File: config.mk
export PLATFORM = sky130hd
export DESIGN_NAME = bfly12_round_sat_flat
export DESIGN_NICKNAME = d
export VERILOG_FILES = /design/src/rtl/bfly12_round_sat_if.sv /design/src/rtl/bfly12_round_sat.sv /design/src/flat_wrapper.sv
export SDC_FILE = /design/constraint.sdc
export NUM_CORES = 2
export LEC_CHECK = 0
export ABC_CLOCK_PERIOD_IN_PS = 37800
export BUFFER_PORTS_ARGS = -buffer_cell sky130_fd_sc_hd__clkbuf_2
export CAP_MARGIN = 20
export CORE_AREA = 5 5 515 517
export DETAILED_ROUTE_END_ITERATION = 12
export DIE_AREA = 0 0 520 522
export PLACE_DENSITY = 0.46
export SLEW_MARGIN = 30
export SYNTH_ARGS = -nofsm -noshare
export SYNTH_HDL_FRONTEND = slang
export SYNTH_SLANG_ARGS = --single-unit
File: constraint.sdc
create_clock -name clk -period 37.8 [get_ports clk]
set_input_delay 5.67 -clock clk [delete_from_list [all_inputs] [get_ports clk]]
set_output_delay 5.67 -clock clk [all_outputs]
set_load 0.05 [all_outputs]
File: src/rtl/bfly12_round_sat_if.sv
// Group bus between the twiddle multiplier and the round/saturate stage.
// Raw products go in; rounded samples and block statistics come out.
interface bfly12_round_sat_if #(
    parameter int N       = 8,
    parameter int IN_BIT  = 25,
    parameter int OUT_BIT = 16
);
    logic                      din_valid;
    logic signed [IN_BIT-1:0]  din1_i [0:N-1];
    logic signed [IN_BIT-1:0]  din1_q [0:N-1];
    logic signed [IN_BIT-1:0]  din2_i [0:N-1];
    logic signed [IN_BIT-1:0]  din2_q [0:N-1];
    logic                      dout_valid;
    logic signed [OUT_BIT-1:0] dout1_i [0:N-1];
    logic signed [OUT_BIT-1:0] dout1_q [0:N-1];
    logic signed [OUT_BIT-1:0] dout2_i [0:N-1];
    logic signed [OUT_BIT-1:0] dout2_q [0:N-1];
    logic                      blk_start;
    logic                      blk_last;
    logic [9:0]                blk_sat_cnt;
    logic                      sat_flag;

    modport master (
        output din_valid, din1_i, din1_q, din2_i, din2_q,
        input  dout_valid, dout1_i, dout1_q, dout2_i, dout2_q,
        input  blk_start, blk_last, blk_sat_cnt, sat_flag
    );

    modport slave (
        input  din_valid, din1_i, din1_q, din2_i, din2_q,
        output dout_valid, dout1_i, dout1_q, dout2_i, dout2_q,
        output blk_start, blk_last, blk_sat_cnt, sat_flag
    );
endinterface

File: src/rtl/bfly12_round_sat.sv
// Round-and-saturate stage after the butterfly twiddle multiply, with
// per-block framing and saturation statistics. Two register stages.
module bfly12_round_sat #(
    parameter int N       = 8,
    parameter int IN_BIT  = 25,
    parameter int OUT_BIT = 16,
    parameter int FRAC    = 7,
    parameter int BLK_CYC = 32
) (
    input  logic              clk,
    input  logic              rst,
    bfly12_round_sat_if.slave io
);
    localparam int RW = IN_BIT + 1 - FRAC;
    localparam int CW = $clog2(BLK_CYC);
    localparam int PW = $clog2(4 * N + 1);
    localparam logic [CW-1:0] LASTC = CW'(BLK_CYC - 1);
    localparam logic signed [RW-1:0] SMAX =
        RW'((1 << (OUT_BIT - 1)) - 1);
    localparam logic signed [RW-1:0] SMIN = ~SMAX;

    // Add one bit of headroom so the largest positive input cannot wrap.
    function automatic logic signed [RW-1:0] rnd(
        input logic signed [IN_BIT-1:0] v
    );
        logic signed [IN_BIT:0] s;
        s = {v[IN_BIT-1], v}
          + {{(IN_BIT+1-FRAC){1'b0}}, 1'b1, {(FRAC-1){1'b0}}};
        return s[IN_BIT:FRAC];
    endfunction

    logic signed [IN_BIT-1:0]  x   [4][N];
    logic signed [RW-1:0]      r_d [4][N];
    logic signed [RW-1:0]      r_q [4][N];
    logic signed [OUT_BIT-1:0] y_d [4][N];
    logic signed [OUT_BIT-1:0] y_q [4][N];
    logic [PW-1:0] pop;
    logic          v1_q, v2_q;
    logic          start_d, start_q, last_d, last_q;
    logic [CW-1:0] cyc_d, cyc_q;
    logic [9:0]    run_d, run_q, cnt_d, cnt_q;
    logic          flag_d, flag_q;

    always_comb begin
        for (int i = 0; i < N; i++) begin
            x[0][i] = io.din1_i[i];
            x[1][i] = io.din1_q[i];
            x[2][i] = io.din2_i[i];
            x[3][i] = io.din2_q[i];
        end
    end

    always_comb begin
        pop = '0;
        for (int g = 0; g < 4; g++) begin
            for (int i = 0; i < N; i++) begin
                r_d[g][i] = rnd(x[g][i]);
                if (r_q[g][i] > SMAX) begin
                    y_d[g][i] = {1'b0, {(OUT_BIT-1){1'b1}}};
                    pop = pop + 1'b1;
                end else if (r_q[g][i] < SMIN) begin
                    y_d[g][i] = {1'b1, {(OUT_BIT-1){1'b0}}};
                    pop = pop + 1'b1;
                end else begin
                    y_d[g][i] = r_q[g][i][OUT_BIT-1:0];
                end
            end
        end
    end

    // Framing and statistics advance only on groups entering stage 2.
    always_comb begin
        cyc_d   = cyc_q;
        run_d   = run_q;
        cnt_d   = cnt_q;
        flag_d  = flag_q;
        start_d = v1_q && (cyc_q == '0);
        last_d  = v1_q && (cyc_q == LASTC);
        if (v1_q) begin
            cyc_d = last_d ? '0 : cyc_q + 1'b1;
            if (last_d) begin
                cnt_d = run_q + 10'(pop);
                run_d = '0;
            end else begin
                run_d = run_q + 10'(pop);
            end
            if (pop != '0) flag_d = 1'b1;
        end
    end

    always_ff @(posedge clk or posedge rst) begin
        if (rst) begin
            for (int g = 0; g < 4; g++) begin
                for (int i = 0; i < N; i++) begin
                    r_q[g][i] <= '0;
                    y_q[g][i] <= '0;
                end
            end
            v1_q    <= 1'b0;
            v2_q    <= 1'b0;
            start_q <= 1'b0;
            last_q  <= 1'b0;
            cyc_q   <= '0;
            run_q   <= '0;
            cnt_q   <= '0;
            flag_q  <= 1'b0;
        end else begin
            r_q     <= r_d;
            y_q     <= y_d;
            v1_q    <= io.din_valid;
            v2_q    <= v1_q;
            start_q <= start_d;
            last_q  <= last_d;
            cyc_q   <= cyc_d;
            run_q   <= run_d;
            cnt_q   <= cnt_d;
            flag_q  <= flag_d;
        end
    end

    always_comb begin
        for (int i = 0; i < N; i++) begin
            io.dout1_i[i] = y_q[0][i];
            io.dout1_q[i] = y_q[1][i];
            io.dout2_i[i] = y_q[2][i];
            io.dout2_q[i] = y_q[3][i];
        end
    end

    assign io.dout_valid  = v2_q;
    assign io.blk_start   = start_q;
    assign io.blk_last    = last_q;
    assign io.blk_sat_cnt = cnt_q;
    assign io.sat_flag    = flag_q;
endmodule

File: src/flat_wrapper.sv
// flat-port wrapper written by rule: the top's interface ports become plain ports
module bfly12_round_sat_flat 
#(
    parameter int N       = 8,
    parameter int IN_BIT  = 25,
    parameter int OUT_BIT = 16,
    parameter int FRAC    = 7,
    parameter int BLK_CYC = 32
)
  (clk, rst, io_din_valid, io_din1_i, io_din1_q, io_din2_i, io_din2_q, io_dout_valid, io_dout1_i, io_dout1_q, io_dout2_i, io_dout2_q, io_blk_start, io_blk_last, io_blk_sat_cnt, io_sat_flag);
  bfly12_round_sat_if #(.N(N), .IN_BIT(IN_BIT), .OUT_BIT(OUT_BIT)) io_i ();
  input  logic clk;
  input  logic rst;
  input wire logic [$bits(io_i.din_valid)-1:0] io_din_valid;
  input wire logic [$bits(io_i.din1_i)-1:0] io_din1_i;
  input wire logic [$bits(io_i.din1_q)-1:0] io_din1_q;
  input wire logic [$bits(io_i.din2_i)-1:0] io_din2_i;
  input wire logic [$bits(io_i.din2_q)-1:0] io_din2_q;
  output wire logic [$bits(io_i.dout_valid)-1:0] io_dout_valid;
  output wire logic [$bits(io_i.dout1_i)-1:0] io_dout1_i;
  output wire logic [$bits(io_i.dout1_q)-1:0] io_dout1_q;
  output wire logic [$bits(io_i.dout2_i)-1:0] io_dout2_i;
  output wire logic [$bits(io_i.dout2_q)-1:0] io_dout2_q;
  output wire logic [$bits(io_i.blk_start)-1:0] io_blk_start;
  output wire logic [$bits(io_i.blk_last)-1:0] io_blk_last;
  output wire logic [$bits(io_i.blk_sat_cnt)-1:0] io_blk_sat_cnt;
  output wire logic [$bits(io_i.sat_flag)-1:0] io_sat_flag;
  assign io_i.din_valid = io_din_valid;
  assign io_i.din1_i = {>>{io_din1_i}};
  assign io_i.din1_q = {>>{io_din1_q}};
  assign io_i.din2_i = {>>{io_din2_i}};
  assign io_i.din2_q = {>>{io_din2_q}};
  assign io_dout_valid = io_i.dout_valid;
  assign io_dout1_i = {>>{io_i.dout1_i}};
  assign io_dout1_q = {>>{io_i.dout1_q}};
  assign io_dout2_i = {>>{io_i.dout2_i}};
  assign io_dout2_q = {>>{io_i.dout2_q}};
  assign io_blk_start = io_i.blk_start;
  assign io_blk_last = io_i.blk_last;
  assign io_blk_sat_cnt = io_i.blk_sat_cnt;
  assign io_sat_flag = io_i.sat_flag;
  bfly12_round_sat #(.N(N), .IN_BIT(IN_BIT), .OUT_BIT(OUT_BIT), .FRAC(FRAC), .BLK_CYC(BLK_CYC)) u_core (.clk(clk), .rst(rst), .io(io_i));
endmodule
# After elaboration in Yosys (flattened, before gate mapping)
# Index checks and enable logic that the tools add are counted.
[classes] n_addsub=65 order_cmp=64 eq_ne=1 mux=130 n_reduce_logical=6
[op_table] operator="$mux W16" count=64
[op_table] operator="$add A25 B8 Y26 const B" count=32
[op_table] operator="$gt A19 B16 Y1 const B" count=32
[op_table] operator="$lt A19 B16 Y1 const B" count=32
[op_table] operator="$mux W6" count=63
[op_table] operator="$add A6 B1 Y6 const B" count=31
[op_table] operator="$add A10 B6 Y10" count=1
[op_table] operator="$mux W10" count=1
[op_table] operator="$reduce_bool A6 Y1" count=1
[op_table] operator="$add A5 B1 Y5 const B" count=1
[op_table] operator="$eq A5 B5 Y1 const B" count=1
[op_table] operator="$logic_not A5 Y1" count=1
[op_table] operator="$mux W5" count=1
[op_table] operator="$reduce_and A2 Y1" count=2
[op_table] operator="$logic_and A1 B1 Y1" count=2
[op_table] operator="$mux W1" count=1
[word_totals] regBits=1150 inputBits=803 out_inout_bits=526

# Depth between registers and ports, before layout
[depth] depth_word=98 depth_mapped=113

# Worst setup path after synthesis
# OpenSTA, ideal clock, no wires.
[synth_timing] path_kind="register to register" startpoint="register u_core.r_q[585] (netlist name)" endpoint="register u_core.run_q[9]" setup_time_ns=0.133 arrival_ns=20.068 slack_ns=17.599 stages_incl_launch_ff=112 n_path_buf=1 period_less_slack_ns=20.201 path_cell_list="dfrtp_1 > nand3_1 > nand2_1 > inv_1 > buf_1 > ha_1 > or4b_1 > nand3_1 > ha_1 > nor2_1 > nor2_1 > ha_1 > nand3b_1 > nand2_1 > ha_1 > or2_2 > a2bb2oi_1 > inv_1 > [76 not listed] > a31oi_1 > ha_1 > mux2_2 > ha_1 > mux2_2 > ha_1 > mux2_2 > ha_1 > a21o_1 > a21oi_1 > o21bai_1 > a21oi_1 > nor2b_1 > o21a_1 > nand3_1 > nor3b_1 > a21oi_1 > o22ai_1"
[synth_between] elab_chain_cells=95 elab_cells_between_ends=96
[synth_rtl] item="start, declared" line_no="bfly12_round_sat.sv:34" rtl="logic signed [RW-1:0] r_q [4][N];"
[synth_rtl] item="start signal, assigned" line_no="bfly12_round_sat.sv:108" rtl="r_q <= r_d;"
[synth_rtl] item="$lt A19 B16 Y1" line_no="bfly12_round_sat.sv:61" rtl="end else if (r_q[g][i] < SMIN) begin"
[synth_rtl] item="$mux W6" line_no="bfly12_round_sat.sv:61"
[synth_rtl] item="$mux W6 *" line_no="bfly12_round_sat.sv:58" rtl="if (r_q[g][i] > SMAX) begin"
[synth_rtl] item="$add A6 B1 Y6" line_no="bfly12_round_sat.sv:60, bfly12_round_sat.sv:63"
[synth_rtl] item="$mux W6" line_no="bfly12_round_sat.sv:61"
[synth_rtl] item="$mux W6 *" line_no="bfly12_round_sat.sv:58"
[synth_rtl] item="$add A6 B1 Y6" line_no="bfly12_round_sat.sv:60, bfly12_round_sat.sv:63"
[synth_rtl] item="$mux W6" line_no="bfly12_round_sat.sv:61"
[synth_rtl] item="[79 not listed]"
[synth_rtl] item="$add A6 B1 Y6" line_no="bfly12_round_sat.sv:60, bfly12_round_sat.sv:63"
[synth_rtl] item="$mux W6" line_no="bfly12_round_sat.sv:61"
[synth_rtl] item="$mux W6 *" line_no="bfly12_round_sat.sv:58"
[synth_rtl] item="$add A6 B1 Y6" line_no="bfly12_round_sat.sv:60, bfly12_round_sat.sv:63"
[synth_rtl] item="$mux W6" line_no="bfly12_round_sat.sv:61"
[synth_rtl] item="$mux W6 *" line_no="bfly12_round_sat.sv:58"
[synth_rtl] item="$add A10 B6 Y10 *" line_no="bfly12_round_sat.sv:85" rtl="run_d = run_q + 10'(pop);"
[synth_rtl] item="$mux W10 *" line_no="bfly12_round_sat.sv:81" rtl="if (last_d) begin"
[synth_rtl] item="end signal, assigned" line_no="bfly12_round_sat.sv:115" rtl="run_q <= run_d;"
[synth_rtl] item="end, declared" line_no="bfly12_round_sat.sv:41" rtl="logic [9:0] run_d, run_q, cnt_d, cnt_q;"
# Every way passes the cells marked *; elsewhere a longest branch is shown, timed or not.
# A chain may end at the register's enable or synchronous reset.

# Worst setup path after layout
[layout_timing] startpoint="register u_core.r_q[604] (netlist name)" endpoint="register u_core.run_q[9]"
[layout_between] elab_chain_cells=98 elab_cells_between_ends=99
[layout_rtl] item="$lt A19 B16 Y1" line_no="bfly12_round_sat.sv:61"
[layout_rtl] item="$mux W1" line_no="bfly12_round_sat.sv:61"
[layout_rtl] item="$mux W6 *" line_no="bfly12_round_sat.sv:58"
[layout_rtl] item="$add A6 B1 Y6" line_no="bfly12_round_sat.sv:60, bfly12_round_sat.sv:63"
[layout_rtl] item="$mux W6" line_no="bfly12_round_sat.sv:61"
[layout_rtl] item="$mux W6 *" line_no="bfly12_round_sat.sv:58"
[layout_rtl] item="$add A6 B1 Y6" line_no="bfly12_round_sat.sv:60, bfly12_round_sat.sv:63"
[layout_rtl] item="$mux W6" line_no="bfly12_round_sat.sv:61"
[layout_rtl] item="[82 not listed]"
[layout_rtl] item="$add A6 B1 Y6" line_no="bfly12_round_sat.sv:60, bfly12_round_sat.sv:63"
[layout_rtl] item="$mux W6" line_no="bfly12_round_sat.sv:61"
[layout_rtl] item="$mux W6 *" line_no="bfly12_round_sat.sv:58"
[layout_rtl] item="$add A6 B1 Y6" line_no="bfly12_round_sat.sv:60, bfly12_round_sat.sv:63"
[layout_rtl] item="$mux W6" line_no="bfly12_round_sat.sv:61"
[layout_rtl] item="$mux W6 *" line_no="bfly12_round_sat.sv:58"
[layout_rtl] item="$add A10 B6 Y10 *" line_no="bfly12_round_sat.sv:85"
[layout_rtl] item="$mux W10 *" line_no="bfly12_round_sat.sv:81"
# Marks and branches as above.

==> reports/results.txt <==
Pin placement for this block handled 1329 I/O pins. Setup repair after global routing left no endpoint under its margin. The run gives 188 as the number of placement rows.

For this block, the initial DRC count from the detailed router was 1706. The clock slew at the register clock pins of the worst setup and hold paths came out at 60 ps. The cell area that synthesis handed to floorplanning was 47900 µm².

Synthesis handed over a netlist of 4017 instances. The total half-perimeter wirelength after legalization and detailed placement is 159000 µm. The growth of design area from synthesis to finish was 30.9%. The tools report the count of final max-slew check failures as 0.

Dividing the synthesized area by the synthesized cell count gives 11.9 µm². The post-route netlist has 27.8% of its cells at a drive strength greater than 1. The maximum clock frequency was 42.3 MHz.

In the final timing run, aggregate negative setup slack is 0 ps. For this configuration, the core starts out at a cell density of 18.4%. The post-CTS setup buffer count came out at 0.

In this run the remaining antenna-violating nets after routing total 0. The routed wire length per instance was 22.2 µm; the number of levels the H-tree was split into was 4. The register bit total from synthesis came out at 1150. The flow ran to the end, and the final reports show no timing, DRC or antenna violations. For the number of clock buffers inserted by TritonCTS, the log shows 138. The worst setup path is launched from a flop. Summing the sequential cell areas from Yosys gives 60.0% of the chip area.

For the count of yosys warnings during synthesis, the log shows 0. Among all flip-flop cells after synthesis, the most frequent one is sky130_fd_sc_hd__dfrtp_1. For the number of gates resized after cts, the log shows 0.

Hold is met by 433 ps. In the global route stage, overall resource usage came out at 13.9%. STA classifies the critical path endpoint as a flop.

The post-synthesis net count was 4893. The critical setup path kind is flop to flop. The horizontal extent of the die came out at 520 µm. Counting every sink on the clock net gives 1150. The tools report the number of max-capacitance violations reported as 0.

The number of buffers added on ports was 1136. The number of synthesized flops with an enable pin was 0; the final count of negative-setup-slack endpoints was 0. The clock period could shrink to 23660 ps.

After detailed routing, the total wire length is 194000 µm. The number of distinct library cells after synthesis was 78; the placed instance area was 57800 µm². The tools report the cell area after layout as 62700 µm².

For this design, the slowest cell found on the critical path is sky130_fd_sc_hd__a221oi_1. For this run, the post-layout net count is 6091. Core footprint: 261000 µm². After synthesis, the share of flip-flops with an asynchronous set or reset is 100%. Once layout is complete, the utilization of the core stands at 24.1%. The die area is 271000 µm². The first-pass GRT wire length is 273000 µm, and the largest driver fanout on the critical path is 6. The post-detailed-route via-to-cell ratio was 3.97. Across all layers, the routed design uses 34800 vias. Longest individual stage delay on the worst path: 620 ps. For the final setup skew, the log shows 49.5 ps. The clock tree root buffer cell is sky130_fd_sc_hd__clkbuf_16.

The class of the most critical hold timing path was flop to flop. The number of antenna violations at the first check in global routing was 72; the routability congestion estimate was 0.902. The aggregate global routing overflow is 0, and the data required time at the worst endpoint is 38390 ps.

In the routed design, unresolved DRC markers number 0. The first detailed-routing pass took 7 iterations. The number of global-route vias before repair was 37000; the remaining max-slew budget at the tightest pin was 35.8%. The die extent in y works out to 522 µm.

Entering global routing, the biggest net connects 183 pins. The worst path uses 62.6% of the clock period. The arrival time of data at the critical path endpoint was 24250 ps; the count of hold buffers inserted by post-cts repair was 0. The clock passes through at most 3 buffers. The tools report the number of hold violations in the final report as 0. For the pin with the worst max-slew slack, the measured transition is 956 ps. Cell repeated most along the worst path: sky130_fd_sc_hd__ha_1.

TritonCTS built the clock tree. Clock latency of the later-clocked register in the worst-skew pair: 790 ps.
[stage by stage]
stage	cells	setup WS, ps
6_report	8771	14140
5_1_grt	8765	12240
4_1_cts	8745	13790
3_5_place_dp	8494	13890
3_3_place_gp	8494	13970
2_1_floorplan	4017	16250
[routing by layer]
| metal | share of wire (%) | track usage [%] | wire [µm] |
|---|---|---|---|
| met5 | 0.10 | 0 | 195 |
| met4 | 3.6 | 4.99 | 6900 |
| met3 | 10 | 6.51 | 20000 |
| met2 | 49 | 24.0 | 94800 |
| met1 | 37 | 15.0 | 72500 |
[sequential cells by signal (all words and copies together) (netlist names), 5 cells and up]
| name | count |
|---|---|
| u_core.io.dout1_i | 128 |
| u_core.io.dout2_q | 128 |
| u_core.io.blk_sat_cnt | 10 |
| u_core.run_q | 10 |
| u_core.io.dout1_q | 128 |
| u_core.io.dout2_i | 128 |
| u_core.r_q | 608 |
| u_core.cyc_q | 5 |
[critical path: cells and delay by family, from the launching register on]
family	cells	cell delay (ps)
DFF	1	380
AOI/OAI and AO/OA	26	5970
xor gates and xnor gates	1	320
muxes	9	2660
and+or+nand+nor	34	4260
buffers and inverters	8	790
adders and majority gates	31	9130
[path summary, 6_finish.rpt]
kind	cells past startpoint	start	endpoint	slack, ps
max reg2reg	109	u_core.r_q[604]	u_core.run_q[9]	14140
min	1	u_core.r_q[198]	u_core.io.dout2_i[40]	430
min reg2reg	1	u_core.r_q[198]	u_core.io.dout2_i[40]	430
max	109	u_core.r_q[604]	u_core.run_q[9]	14140
max in group asynchronous	7	rst	u_core.io.dout1_q[23]	28800
min in group asynchronous	2	rst	u_core.io.dout2_i[5]	4980
[cells in the mapped netlist (all sizes together), types with 5 or more instances]
| master | n | share of area, % |
|---|---|---|
| o211ai | 8 | 0.15 |
| a21oi | 39 | 0.41 |
| nor2 | 265 | 2.1 |
| dfrtp | 1150 | 60 |
| nand2 | 268 | 2.1 |
| a31oi | 5 | 0.065 |
| clkbuf | 106 | 0.83 |
| o21ai | 36 | 0.40 |
| xnor3 | 8 | 0.38 |
| nor3b | 7 | 0.11 |
| or2 | 14 | 0.18 |
| o22ai | 13 | 0.17 |
| nand4 | 102 | 1.3 |
| xor2 | 217 | 4.0 |
| mux2i | 22 | 0.49 |
| or3 | 15 | 0.20 |
| nand3 | 304 | 3.2 |
| nand3b | 5 | 0.078 |
| ha | 72 | 1.9 |
| mux2 | 16 | 0.38 |
| a211o | 5 | 0.091 |
| o31a | 9 | 0.16 |
| a21o | 24 | 0.38 |
| o21a | 474 | 7.4 |
| and4 | 16 | 0.29 |
| and3 | 114 | 1.5 |
| or4 | 14 | 0.23 |
| inv | 75 | 0.59 |
| a21boi | 5 | 0.078 |
| nor3 | 48 | 0.52 |
| a22o | 5 | 0.091 |
| nand2b | 24 | 0.31 |
| and2 | 20 | 0.26 |
| xnor2 | 442 | 8.3 |
| nor4 | 8 | 0.12 |
| nor2b | 10 | 0.13 |
[cell usage in the layout, fill, tap and decap left out, types with 9 or more instances in the layout]
| cell type | count |
|---|---|
| sky130_fd_sc_hd__o31a_1 | 9 |
| sky130_fd_sc_hd__bufinv_16 | 11 |
| sky130_fd_sc_hd__or2_2 | 14 |
| sky130_fd_sc_hd__or4_1 | 12 |
| sky130_fd_sc_hd__clkbuf_8 | 30 |
| sky130_fd_sc_hd__clkbuf_1 | 26 |
| sky130_fd_sc_hd__a21oi_1 | 38 |
| sky130_fd_sc_hd__inv_1 | 74 |
| sky130_fd_sc_hd__nand2_1 | 267 |
| sky130_fd_sc_hd__diode_2 | 25 |
| sky130_fd_sc_hd__mux2_2 | 16 |
| sky130_fd_sc_hd__nor2_1 | 245 |
| sky130_fd_sc_hd__nor3_1 | 46 |
| sky130_fd_sc_hd__xnor2_1 | 431 |
| sky130_fd_sc_hd__nand2b_1 | 24 |
| sky130_fd_sc_hd__dfrtp_1 | 1150 |
| sky130_fd_sc_hd__xnor2_2 | 9 |
| sky130_fd_sc_hd__ha_1 | 72 |
| sky130_fd_sc_hd__nand4_1 | 102 |
| sky130_fd_sc_hd__clkbuf_2 | 1136 |
| sky130_fd_sc_hd__or3_1 | 15 |
| sky130_fd_sc_hd__o21ai_0 | 31 |
| sky130_fd_sc_hd__nand3_1 | 304 |
| sky130_fd_sc_hd__mux2i_1 | 18 |
| sky130_fd_sc_hd__buf_4 | 19 |
| sky130_fd_sc_hd__and3_1 | 113 |
| sky130_fd_sc_hd__and4_1 | 16 |
| sky130_fd_sc_hd__nor2_2 | 20 |
| sky130_fd_sc_hd__xor2_1 | 217 |
| sky130_fd_sc_hd__o22ai_1 | 13 |
| sky130_fd_sc_hd__a21o_1 | 24 |
| sky130_fd_sc_hd__o21a_1 | 474 |
| sky130_fd_sc_hd__clkinv_2 | 17 |
| sky130_fd_sc_hd__clkbuf_16 | 139 |
| sky130_fd_sc_hd__and2_1 | 19 |
[cell type report]
| cell class | count | area (µm²) |
|---|---|---|
| fill | 27900 | 198000 |
| multi-input combinational | 2685 | 18600 |
| antenna | 25 | 62.6 |
| clock inverter | 56 | 810 |
| inverter | 75 | 285 |
| sequential | 1150 | 28800 |
| clock buffer | 195 | 3990 |
| timing repair buffer | 1165 | 5970 |
| tap | 3420 | 4280 |
[kinds of logic (layout without fill, tap and decap cells)]
logic type               after synthesis  after routing  share of synthesized area, %
AND/OR/NAND/NOR                     1245           1245                          12.8
flip-flops                          1150           1150                          60.0
XOR/XNOR                             671            671                          12.8
AO/OA/AOI/OAI                        658            658                          10.1
buffers and inverters                182           1491                          1.43
adder cells (fa/ha/maj)               73             73                          1.92
multiplexers                          38             38                         0.862
other                                  0             25                             0
Power is not shown: default switching activity piles up to over one toggle a cycle in this logic, so the estimate is an artifact.
